[src/rtl/stp16_receiver.sv]
// Serial-to-parallel receiver for the STP16 LED driver link: oversamples the
// link pins, shifts data MSB-first and hands each latched word to a stream.
module stp16_receiver #(
  parameter int width       = 32,
  parameter int sync_stages = 2
) (
  input  logic             clk,
  input  logic             reset,
  input  logic             stp16_clk,
  input  logic             stp16_sdi,
  input  logic             stp16_le,
  input  logic             stp16_noe,
  output logic             o_valid,
  input  logic             o_ready,
  output logic [width-1:0] o_data,
  output logic             o_enable,
  output logic             frame_error,
  output logic             overrun
);

  // Counter must hold width+2 (saturated count plus a coincident shift).
  localparam int cnt_w = $clog2(width + 3);
  localparam logic [cnt_w-1:0] cnt_sat   = cnt_w'(width + 1);
  localparam logic [cnt_w-1:0] cnt_width = cnt_w'(width);

  logic [sync_stages-1:0] clk_sync;
  logic [sync_stages-1:0] sdi_sync;
  logic [sync_stages-1:0] le_sync;
  logic [sync_stages-1:0] noe_sync;

  logic             prev_clk;
  logic             prev_le;
  logic [width-1:0] shift_q;
  logic [cnt_w-1:0] cnt_q;

  logic             sync_clk;
  logic             sync_sdi;
  logic             sync_le;
  logic             sync_noe;
  logic             shift_evt;
  logic             latch_evt;
  logic             accept;
  logic [width-1:0] shift_next;
  logic [width-1:0] candidate;
  logic [cnt_w-1:0] bit_count;

  // sdi runs through the same depth as clk so it stays aligned with the edge.
  always_ff @(posedge clk or posedge reset) begin
    if (reset) begin
      clk_sync <= '0;
      sdi_sync <= '0;
      le_sync  <= '0;
      noe_sync <= '1;
    end else begin
      clk_sync <= {clk_sync[sync_stages-2:0], stp16_clk};
      sdi_sync <= {sdi_sync[sync_stages-2:0], stp16_sdi};
      le_sync  <= {le_sync[sync_stages-2:0], stp16_le};
      noe_sync <= {noe_sync[sync_stages-2:0], stp16_noe};
    end
  end

  assign sync_clk = clk_sync[sync_stages-1];
  assign sync_sdi = sdi_sync[sync_stages-1];
  assign sync_le  = le_sync[sync_stages-1];
  assign sync_noe = noe_sync[sync_stages-1];

  assign shift_evt  = sync_clk & ~prev_clk;
  assign latch_evt  = sync_le & ~prev_le;
  assign shift_next = {shift_q[width-2:0], sync_sdi};

  // The transmitter raises clk and le together on the last bit, so a
  // coincident shift must be folded into the captured word and its count.
  assign candidate = shift_evt ? shift_next : shift_q;
  assign bit_count = cnt_q + cnt_w'(shift_evt);

  // Stream handshake: a word transfers on any cycle with o_valid & o_ready;
  // o_data is frozen while o_valid=1 and o_ready=0, and a new word is taken
  // only when the output slot is empty or being emptied in the same cycle.
  assign accept = ~o_valid | o_ready;

  always_ff @(posedge clk or posedge reset) begin
    if (reset) begin
      prev_clk    <= 1'b0;
      prev_le     <= 1'b0;
      shift_q     <= '0;
      cnt_q       <= '0;
      o_valid     <= 1'b0;
      o_data      <= '0;
      o_enable    <= 1'b0;
      frame_error <= 1'b0;
      overrun     <= 1'b0;
    end else begin
      prev_clk <= sync_clk;
      prev_le  <= sync_le;
      o_enable <= ~sync_noe;
      overrun  <= latch_evt & ~accept;

      if (shift_evt) begin
        shift_q <= shift_next;
      end

      if (latch_evt) begin
        cnt_q <= '0;
      end else if (shift_evt && (cnt_q != cnt_sat)) begin
        cnt_q <= cnt_q + cnt_w'(1);
      end

      if (latch_evt && accept) begin
        o_data      <= candidate;
        o_valid     <= 1'b1;
        frame_error <= (bit_count != cnt_width);
      end else if (o_valid && o_ready) begin
        o_valid <= 1'b0;
      end
    end
  end

endmodule

[config.mk]
export PLATFORM = sky130hd
export DESIGN_NAME = stp16_receiver
export DESIGN_NICKNAME = d
export VERILOG_FILES = /design/src/rtl/stp16_receiver.sv
export SDC_FILE = /design/constraint.sdc
export NUM_CORES = 1
export LEC_CHECK = 0
export ABC_AREA = 1
export CAP_MARGIN = 40
export CORE_MARGIN = 3
export CORE_UTILIZATION = 57
export CTS_BUF_LIST = sky130_fd_sc_hd__clkbuf_8
export DETAILED_ROUTE_END_ITERATION = 7
export GPL_ROUTABILITY_DRIVEN = 0
export GPL_TIMING_DRIVEN = 0
export PLACE_DENSITY_LB_ADDON = 0.3
export SYNTH_ARGS = -nofsm -noshare
export SYNTH_HDL_FRONTEND = slang
export SYNTH_SLANG_ARGS = --single-unit
[constraint.sdc]
create_clock -name clk -period 3.1 [get_ports clk]
set_input_delay 0.62 -clock clk [delete_from_list [all_inputs] [get_ports clk]]
set_output_delay 0.62 -clock clk [all_outputs]
set_load 0.01 [all_outputs]
## After elaboration in Yosys (flattened, before gate mapping)

Cells that the tools add are included.

| storage, ports and cells | value |
|---|---|
| memories kept | 0 |
| bits in latches | 0 |
| register bits after elaboration | 84 |
| memory bits (read-only) | 0 |
| output and inout bits | 36 |
| word-level logic and storage cells | 36 |
| bits of input ports | 7 |
| bits in writable memories | 0 |

| operators by class | value |
|---|---|
| equality and inequality tests | 2 |
| shifts and indexed selects | 0 |
| $add $sub $neg | 2 |
| bitwise operators | 9 |
| mux-type cells | 5 |
| order comparisons | 0 |
| reduce and logical (&&, ||, !) cells | 5 |
| div/mod/pow operators | 0 |
| $mul | 0 |

Operator list:

| operator | number |
|---|---|
| $mux 32 | 1 |
| $mux 6 | 2 |
| $ne 6x6->1 const B | 2 |
| $add 6x1->6 | 1 |
| $add 6x1->6 const B | 1 |
| $not 1->1 | 5 |
| $reduce_bool 2->1 | 2 |
| $and 1x1->1 | 3 |
| $logic_and 1x1->1 | 3 |
| $mux 1 | 2 |
| $or 1x1->1 | 1 |

## Depth between registers and ports, before layout

Gate-level depths: netlist (run 1).

| logic depth | value |
|---|---|
| word-level depth | 5 |
| depth in mapped cells | 12 |
| mapped depth without buffers | 11 |

## Worst setup path after synthesis (run 1)

No wires, ideal clock.

| timing path | value |
|---|---|
| kind | reg2reg |
| start point | register prev_clk |
| end point | register frame_error |
| period minus slack after synthesis | 1.657 ns |
| slack | 1.443 ns |
| path buffers | 1 |
| stages on the path, launching flop included | 11 |
| data arrival time | 1.544 ns |
| required time | 2.987 ns |
| library setup time | 0.113 ns |
| path through | dfrtp_1 > nor2_4 > buf_2 > ha_1 > ha_1 > nor2_1 > nand3_1 > nor2_1 > nand3_1 > nand2_1 > inv_1 |

| between the ends | value |
|---|---|
| cells in the longest elaborated chain, start to end | 4 |

RTL lines:

| what | RTL line | RTL |
|---|---|---|
| from (decl) | 31 | `logic prev_clk;` |
| from (signal assigned) | 93 | `prev_clk <= sync_clk;` |
| $not 1->1 | 67 | `assign shift_evt = sync_clk & ~prev_clk;` |
| $and 1x1->1 | 67 |  |
| $add 6x1->6 | 74 | `assign bit_count = cnt_q + cnt_w'(shift_evt);` |
| $ne 6x6->1 | 111 | `frame_error <= (bit_count != cnt_width);` |
| to (signal assigned) | 111 |  |
| to (decl) | 17 | `output logic frame_error,` |

Every way passes these cells.
A chain may end at the register's enable or synchronous reset.

## Final worst setup path (run 1)

| timing path | value |
|---|---|
| start point | register o_data[5] |
| end point | output port o_data[5] |

RTL lines:

| what | RTL line | RTL |
|---|---|---|
| from (decl) | 15 | `output logic [width-1:0] o_data,` |
| from (signal assigned) | 109 | `o_data <= candidate;` |

No word-level cell between the ends.

==> impl_metrics.json, run 1 <==
{
  "crit_chain": "clkdlybuf4s50_1",
  "synthesis.area_um2": 3468,
  "synthArstFlopShare_pct": 100.0,
  "ys.flop_type": "dfrtp_1",
  "critPathMaxStageDelay_ps": 570,
  "status": "finished, final reports clean",
  "grt_pass1_vias": 2303,
  "clock_sinks": 84,
  "slew_viol_final": 0,
  "met1_length_um": 2806,
  "grt_antenna_before_repair": 0,
  "cts_buffer_depth": 2,
  "num_rows": 27,
  "fin_nets": 397,
  "clock_skew_ps": 12.50,
  "finalNonFillerCells": 463,
  "drt_wl_total_um": 6066,
  "cts_hold_buffers": 0,
  "synth_top_area_share_pct": 59.16,
  "dp_slack_ps": 1252,
  "insertion_delay_ps": 340,
  "critPathCaptureType": "primary output",
  "wl_met2_um": 2979,
  "area_growth_pct": 20.71,
  "netlist_top_cells_count": "nand2_1, dfrtp_1, nor2_2",
  "setup_viol": 0,
  "netlist_top_cells_area": "dfrtp_1, nand2_1, a31oi_2, nor2_2, a31oi_1",
  "cp-start-kind": "register",
  "io-pin-count": 43,
  "synth_warnings": 0,
  "syn_inst": 332,
  "critPathKind": "reg2out",
  "drive_gt1_share_pct": 19.69,
  "total_leakage_power_nw": 1.991,
  "worst_slack_ps": 1184,
  "die_width_um": 84.01,
  "synth_edf_count": 0,
  "ant_nets": 0,
  "rsz0062_at_grt": "no",
  "avgSynthCellArea_um2": 10.45,
  "first_pass_iters": 4,
  "critPathRequiredTime_ps": 2480,
  "synthDistinctLibCells": 28,
  "critPathBufInv": 1,
  "clock-root-buffer": "clkbuf_8",
  "coreArea_um2": 5709,
  "synth_nets": 343,
  "port-buffer-count": 42,
  "cts_buffers": 9,
  "post-cts-setup-buffer-count": 0,
  "vdd.ir_drop.worst_uv": 399.6,
  "viasPerCell": 5.071,
  "dp_cells": 447,
  "min_period_ps": 1916,
  "hp-class": "reg2reg",
  "hpwl_um": 4227,
  "finalHoldViolCount": 0,
  "max-slew-margin-rel_pct": 63.09,
  "drc": 0,
  "cp_max_fo": 2,
  "crit_path_top_delay_cell": "clkdlybuf4s50_1",
  "grt_max_degree": 47,
  "start_util_pct": 60.75,
  "max_clock_freq_mhz": 522.0,
  "wl_met3_um": 222,
  "p_per_area_nw_per_um2": 605.1,
  "ys_seq_elements": 84,
  "drv_cap": 0,
  "grt_pass1_wl_um": 10780,
  "fp.dieArea_um2": 7057,
  "highest_layer": "met4",
  "cp_top_family": "buffers and inverters",
  "cts_max_level": 3,
  "chipHeight_um": 84.01,
  "drt-initial-drc-count": 128,
  "antenna_cells": 0,
  "worst_slew_pin_slew_ps": 553.7,
  "clk_pin_slew_worst_paths_ps": 80,
  "synth_top_area_cell": "dfrtp_1",
  "seq_area_frac_synth_pct": 60.68,
  "wl_per_cell_um": 13.10,
  "via_count": 2348,
  "arrival_ps": 1300,
  "synth.most_common_cell": "nand2_1",
  "cts_resized": 0,
  "track_usage_pct": 19.21,
  "period_share_pct": 61.80,
  "fillers": 410,
  "grt-ovfl-total": 0,
  "cts_tree": "built"
}
==> cell usage in the layout (no fill, tap or decap), drive strengths merged <==
cell type      instances
bufinv                 1
xor2                   2
o21ai                  7
clkinvlp               2
inv                   18
a31oi                 30
nand4                  1
clkbuf                10
dfrtp                 82
clkinv                 3
or2                    1
nor2                  40
ha                     4
xnor2                  1
clkdlybuf4s50         42
dfstp                  2
nand3                  8
buf                   12
nand2                125
==> path summary, 6_finish.rpt <==
kind                              from     endpoint  slack, ps  cells after the start
min reg2reg                sdi_sync[0]  sdi_sync[1]        350                      0
max reg2reg                   prev_clk  frame_error       1250                     10
min                        sdi_sync[0]  sdi_sync[1]        350                      0
min in group asynchronous        reset      overrun        690                      2
max                          o_data[5]    o_data[5]       1180                      1
max in group asynchronous        reset  noe_sync[1]       1740                      3
==> flip-flops by register name (all words and copies together) (netlist names) <==
name,flops
o_valid,1
overrun,1
le_sync,2
prev_clk,1
clk_sync,2
o_data,32
cnt_q,6
prev_le,1
frame_error,1
noe_sync,2
o_enable,1
shift_q,32
sdi_sync,2
==> cell families after synthesis <==
family | after synthesis | share of synthesized area [%]
fa+ha+maj | 4 | 1.443
simple gates | 175 | 21.61
buf+inv | 29 | 5.663
flops | 84 | 60.68
xor+xnor | 3 | 0.7577
compound gates | 37 | 9.849
==> cell type report <==
class	count	area, µm²	area share (%)
repair buffers	43	440.4	10.52
inverters	17	78.83	1.883
clock buffers	9	123.9	2.959
well taps	72	90.09	2.152
multi-input cells	219	1167	27.88
plain buffers	12	120.1	2.869
flip-flops and latches	84	2105	50.27
clock inverters	7	61.31	1.464
==> routing by layer <==
metal / track usage (%) / vias up
met2: 31.45 / 48
met3: 3.159 / 4
met4: 8.333 / 0
met1: 25.36 / 1115
met5: 0 / -
li1: - / 1181
==> power by group <==
part	internal [W]	switching (W)
sequential	0.00122	0.0000944
clock	0.000363	0.000376
combinational	0.000245	0.000231
==> stage by stage <==
step | TNS [ps] | util (%) | hold slack, ps | total power, W | instance area, µm²
5_1_grt | 0 | 73.33 | 360.8 | 0.002672 | 4187
3_5_place_dp | 0 | 70.09 | 335.5 | 0.001823 | 4001
4_1_cts | 0 | 73.33 | 355.4 | 0.002561 | 4187
2_1_floorplan | 0 | - | 331.2 | 0.001605 | 3468
3_3_place_gp | -72260 | 69.69 | 331.2 | 0.001801 | 3979
6_report | 0 | 73.33 | 354.8 | 0.002533 | 4187
Power figures use the tool's default switching activity.
==> run 2, diff against run 1 <==
Clock period 3.1 ns to 2 ns, I/O delays scaled along.
==> run 2 against run 1 <==
Clock skew is 5.1 ps lower. Via count is 5.6% higher. Global-route usage is 1.3 points higher. Core utilization is 0.90 points higher. Die area stayed put. Cell count is 0.43% higher. Count of clock-buffer cells in the layout is 2 higher. Critical endpoint is now frame_error. First-iteration DRC count is 2.3% lower. Power is 58% higher. Design area is 1.2% higher. Highest routed layer unchanged.
==> impl_metrics.json, run 2 (synthesized netlist as in run 1, its figures left out) <==
{
  "status": "finished, final reports clean",
  "p_per_area_nw_per_um2": 942.0,
  "grt_max_degree": 39,
  "total_leakage_power_nw": 2.015,
  "mostFrequentLayoutCell": "nand2_1",
  "setup_viol": 0,
  "drt_wl_total_um": 6633,
  "chipHeight_um": 84.01,
  "cp_max_fo": 10,
  "drc": 0,
  "area.sequential_um2": 2105,
  "antenna_cells": 0,
  "area_growth_pct": 22.19,
  "cts_buffers": 9,
  "switching_power_w": 0.001080,
  "crit_start": "clk_sync[1]",
  "first_pass_iters": 4,
  "slew_viol_final": 0,
  "via_count": 2480,
  "clock_skew_ps": 7.377,
  "multi_input_area_um2": 1167,
  "finalHoldViolCount": 0,
  "critPathKind": "reg2reg",
  "max-slew-margin-rel_pct": 81.63,
  "start_util_pct": 60.75,
  "rrSetupSlack_ps": 200,
  "reg_top3": "o_data x32, shift_q x32, cnt_q x6",
  "swShare_pct": 27.05,
  "critPathCaptureType": "register",
  "min_period_ps": 1797,
  "die_width_um": 84.01,
  "critPathRequiredTime_ps": 2250,
  "port-buffer-count": 42,
  "num_rows": 27,
  "clkPwrFrac_pct": 29.8,
  "tns_ps": 0,
  "io-pin-count": 43,
  "p_total_w": 0.003992,
  "ant_nets": 0,
  "vdd.ir_drop.worst_uv": 690.6,
  "clock-root-buffer": "clkbuf_8",
  "drt-initial-drc-count": 125,
  "viasPerCell": 5.333,
  "coreArea_um2": 5709,
  "worst_slew_pin_slew_ps": 272.7,
  "grt-ovfl-total": 0,
  "fp.dieArea_um2": 7057,
  "p_seq_share_pct": 51.3,
  "r2r_start": "clk_sync[1]",
  "wl_per_cell_um": 14.26,
  "clock_sinks": 84,
  "drive_gt1_share_pct": 20.61,
  "grt_pass1_vias": 2545,
  "placed_cell_area_um2": 4023,
  "track_usage_pct": 20.54,
  "rsz0062_at_grt": "no",
  "worst_r2r_endpoint": "frame_error",
  "r2r_cells": 11,
  "cts_max_level": 3,
  "cp-start-kind": "register",
  "insertion_delay_ps": 350,
  "fin_nets": 401,
  "cts_tree": "built",
  "crit_path_end": "frame_error",
  "final_cell_mix": "nand2_1, dfrtp_1, clkdlybuf4s50_1, nor2_2, a31oi_2",
  "final_cell_area_um2": 4238,
  "grt_pass1_wl_um": 11470,
  "internal-power_w": 0.002912,
  "arrival_ps": 2040,
  "postLayoutCoreUtil_pct": 74.23,
  "clk_pin_slew_worst_paths_ps": 80,
  "max_clock_freq_mhz": 556.6,
  "hp-class": "in2async",
  "comb_power_share_pct": 18.9,
  "hpwl_um": 4525,
  "drv_cap": 0,
  "period_share_pct": 89.83,
  "cts_buffer_depth": 2,
  "fillers": 407,
  "grt_antenna_before_repair": 0
}
run 2: worst min-delay path by stage:
stage                      startpoint           to  slack [ps]
after CTS                       reset     cnt_q[4]         350
after global placement    sdi_sync[0]  sdi_sync[1]         330
after detailed placement   le_sync[0]   le_sync[1]         340
final                           reset     cnt_q[4]         340
after global routing            reset     cnt_q[5]         360
after floorplan           clk_sync[0]  clk_sync[1]         330
run 2: worst max-delay path, stage by stage, from the launching register on:
cell	delay (ps)
dfrtp_1	360
inv_1	70
nor2_4	160
clkbuf_4	230
ha_1	180
ha_1	220
nor2_1	110
nand3_1	80
nor2_1	120
nand3_1	80
nand2_1	60
inv_1	30
run 2: routing by layer:
| layer | up-vias | routed length [µm] | global-route usage (%) |
|---|---|---|---|
| li1 | 1181 | - | - |
| met3 | 20 | 291 | 4.146 |
| met1 | 1205 | 2788 | 25.39 |
| met2 | 74 | 3383 | 34.27 |
| met4 | 0 | 170 | 10.23 |
| met5 | - | 0 | 0 |
run 2: cell type report:
type                    instances  share of cell area (%)
plain buffers                  12                   2.893
clock buffers                  11                   3.572
flip-flops and latches         84                   49.66
repair buffers                 47                   11.40
clock inverters                 3                  0.9153
well taps                      72                   2.126
inverters                      17                   1.890
multi-input cells             219                   27.55
run 2: what timing repair did:
action                                  CTS  global route
endpoints found under the setup margin    0             1
setup buffers                             0             3
endpoints found under the hold margin     0             0
hold buffers                              0             0
gates resized for setup                   0             1
run 2: power by group through the flow:
stage          sequential, W  clock, W  combinational [W]
6_report             0.00205   0.00119           0.000756
5_1_grt              0.00207   0.00128           0.000836
4_1_cts              0.00205   0.00119           0.000763
3_5_place_dp         0.00208         0           0.000758
3_3_place_gp         0.00207         0           0.000722
2_1_floorplan        0.00210         0           0.000387
run 2: stage by stage:
stage	worst slack [ps]	hold WS, ps	std cells
floorplan	343.2	331.2	332
global placement	-246.6	332.4	446
detailed placement	107.4	337.1	448
CTS	69.01	347.7	462
global route	32.67	361.9	465
finish	203.4	341.1	465
==> run 3, diff against run 2 <==
Settings changed: SETUP_SLACK_MARGIN set to 0.5.
Clock period 2 ns to 1.7 ns, I/O delays scaled along.
==> run 3 against run 2 <==
The flow now finishes with violations (setup timing). Register-to-register slack lost 250 ps. Worst setup slack lost 250 ps. Power grew 35%. Cell count grew 12%.
==> impl_metrics.json, run 3 (synthesized netlist as in run 1, its figures left out) <==
{
  "finalHoldViolCount": 0,
  "max_clock_freq_mhz": 572.4,
  "track_usage_pct": 29.75,
  "worst_slack_ps": -46.95,
  "coreArea_um2": 5709,
  "clkPwrFrac_pct": 25.7,
  "cp-start-kind": "register",
  "worst_slew_pin_slew_ps": 442.3,
  "rsz0062_at_grt": "yes",
  "setup_viol": 1,
  "internal-power_w": 0.003583,
  "min_period_ps": 1747,
  "hpwl_um": 4584,
  "postLayoutCoreUtil_pct": 93.67,
  "status": "finished, violations left",
  "num_rows": 27,
  "cts_hold_buffers": 0,
  "placed_cell_area_um2": 4056,
  "r2r_cells": 11,
  "clock_sinks": 84,
  "arrival_ps": 2020,
  "io-pin-count": 43,
  "drive_gt1_share_pct": 56.92,
  "clk_pin_slew_worst_paths_ps": 100,
  "port-buffer-count": 42,
  "p_per_area_nw_per_um2": 1011,
  "fillers": 164,
  "p_total_w": 0.005407,
  "area_growth_pct": 54.18,
  "grt_max_degree": 41,
  "swShare_pct": 33.73,
  "reg_top3": "o_data x32, shift_q x32, cnt_q x6",
  "final_cell_mix": "dfrtp_1, nand2_1, buf_4, buf_2, nand2_4",
  "fin_nets": 455,
  "drt-initial-drc-count": 273,
  "hp-class": "in2async",
  "worst_r2r_endpoint": "frame_error",
  "drv_cap": 0,
  "cts_tree": "built",
  "whs_ps": 323.7,
  "wl_per_cell_um": 25.11,
  "switching_power_w": 0.001824,
  "fp.dieArea_um2": 7057,
  "chipHeight_um": 84.01,
  "antenna_cells": 0,
  "grt_pass1_wl_um": 16150,
  "mostFrequentLayoutCell": "dfrtp_1",
  "cts_max_level": 3,
  "final_cell_area_um2": 5348,
  "critPathRequiredTime_ps": 1970,
  "cp_max_fo": 2,
  "slew_viol_final": 0,
  "grt_antenna_before_repair": 0,
  "die_width_um": 84.01,
  "via_count": 3247,
  "grt-ovfl-total": 0,
  "first_pass_iters": 5,
  "rrSetupSlack_ps": -50,
  "critPathCaptureType": "register",
  "vdd.ir_drop.worst_uv": 994.1,
  "drt_wl_total_um": 13060,
  "viasPerCell": 6.244,
  "insertion_delay_ps": 380,
  "cts_buffer_depth": 2,
  "critPathKind": "reg2reg",
  "clock-root-buffer": "clkbuf_8",
  "total_leakage_power_nw": 2.562,
  "comb_power_share_pct": 28.5,
  "r2r_start": "clk_sync[1]",
  "cts_buffers": 9,
  "period_share_pct": 102.8,
  "clock_skew_ps": 17.05,
  "p_seq_share_pct": 45.8,
  "max-slew-margin-rel_pct": 70.45,
  "drc": 0,
  "grt_pass1_vias": 3205,
  "ant_nets": 0,
  "start_util_pct": 60.75,
  "violations": "setup timing"
}
## run 3: cell types whose count changed in the layout (fill, tap and decap cells not counted), moves of 4 or more
cell	previous run	this run
nand2_1	122	61
buf_4	5	42
clkdlybuf4s50_1	42	6
buf_2	4	33
nand2_4	1	30
nand2_2	2	27
a31oi_4	0	17
a31oi_2	19	7
buf_6	1	12
buf_12	4	12
nand2_8	0	7
a31oi_1	11	6
ha_1	4	0
inv_1	12	8
## run 3: how the worst max path moves through the flow
stage	from	endpoint	slack [ps]	depth (start not counted)
5_1_grt	clk_sync[1]	frame_error	-110	11
2_1_floorplan	clk_sync[1]	frame_error	190	11
4_1_cts	clk_sync[1]	frame_error	140	11
6_report	clk_sync[1]	frame_error	-50	11
3_5_place_dp	clk_sync[1]	frame_error	-70	11
3_3_place_gp	reset	cnt_q[1]	-610	2
## run 3: worst max-delay path, stage by stage, from the launching register on
cell,delay [ps]
dfrtp_1,410
inv_2,80
nor2_4,40
buf_6,120
ha_4,160
ha_4,210
nor2_2,110
nand3_1,110
nor2_1,180
nand3_1,100
nand2_1,90
inv_1,60
## run 3: metal layers
metal	routed length, µm	part of all wire (%)	vias up	global-route usage, %
li1	-	-	1296	-
met1	4609	35	1601	34.08
met2	6561	50	253	51.77
met3	899	6.9	97	5.232
met4	988	7.6	0	17.69
met5	0	0	-	0
## run 3: area by class of cell
type | count | area (µm²) | share of cell area [%]
Sequential cell | 84 | 2107 | 39.40
Multi-Input combinational cell | 219 | 1805 | 33.76
Timing Repair Buffer | 101 | 887.1 | 16.59
Buffer | 12 | 185.2 | 3.463
Clock buffer | 11 | 151.4 | 2.831
Inverter | 17 | 96.34 | 1.802
Tap cell | 72 | 90.09 | 1.685
Clock inverter | 4 | 25.02 | 0.4679
## run 3: what timing repair did
item,in CTS,in global routing
gates cloned,5,0
buffers inserted,39,13
gates resized for setup,269,59
endpoints found under the setup margin,104,107
pin swaps,33,9
## run 3: stage by stage
step | setup WS [ps] | setup TNS, ps | std cells
6_report | -46.95 | -46.95 | 520
5_1_grt | -112.9 | -112.9 | 520
4_1_cts | 142.0 | 0 | 507
3_5_place_dp | -70.69 | -70.69 | 448
3_3_place_gp | -605.2 | -40460 | 446
2_1_floorplan | 186.9 | 0 | 332
## run 3: power groups by stage
stage	Clock, W	Combinational, W	Sequential [W]
after floorplan	0	0.000464	0.00248
final	0.00139	0.00154	0.00248
after global routing	0.00147	0.00162	0.00250
after detailed placement	0	0.000914	0.00245
after CTS	0.00131	0.00118	0.00242
after global placement	0	0.000861	0.00244
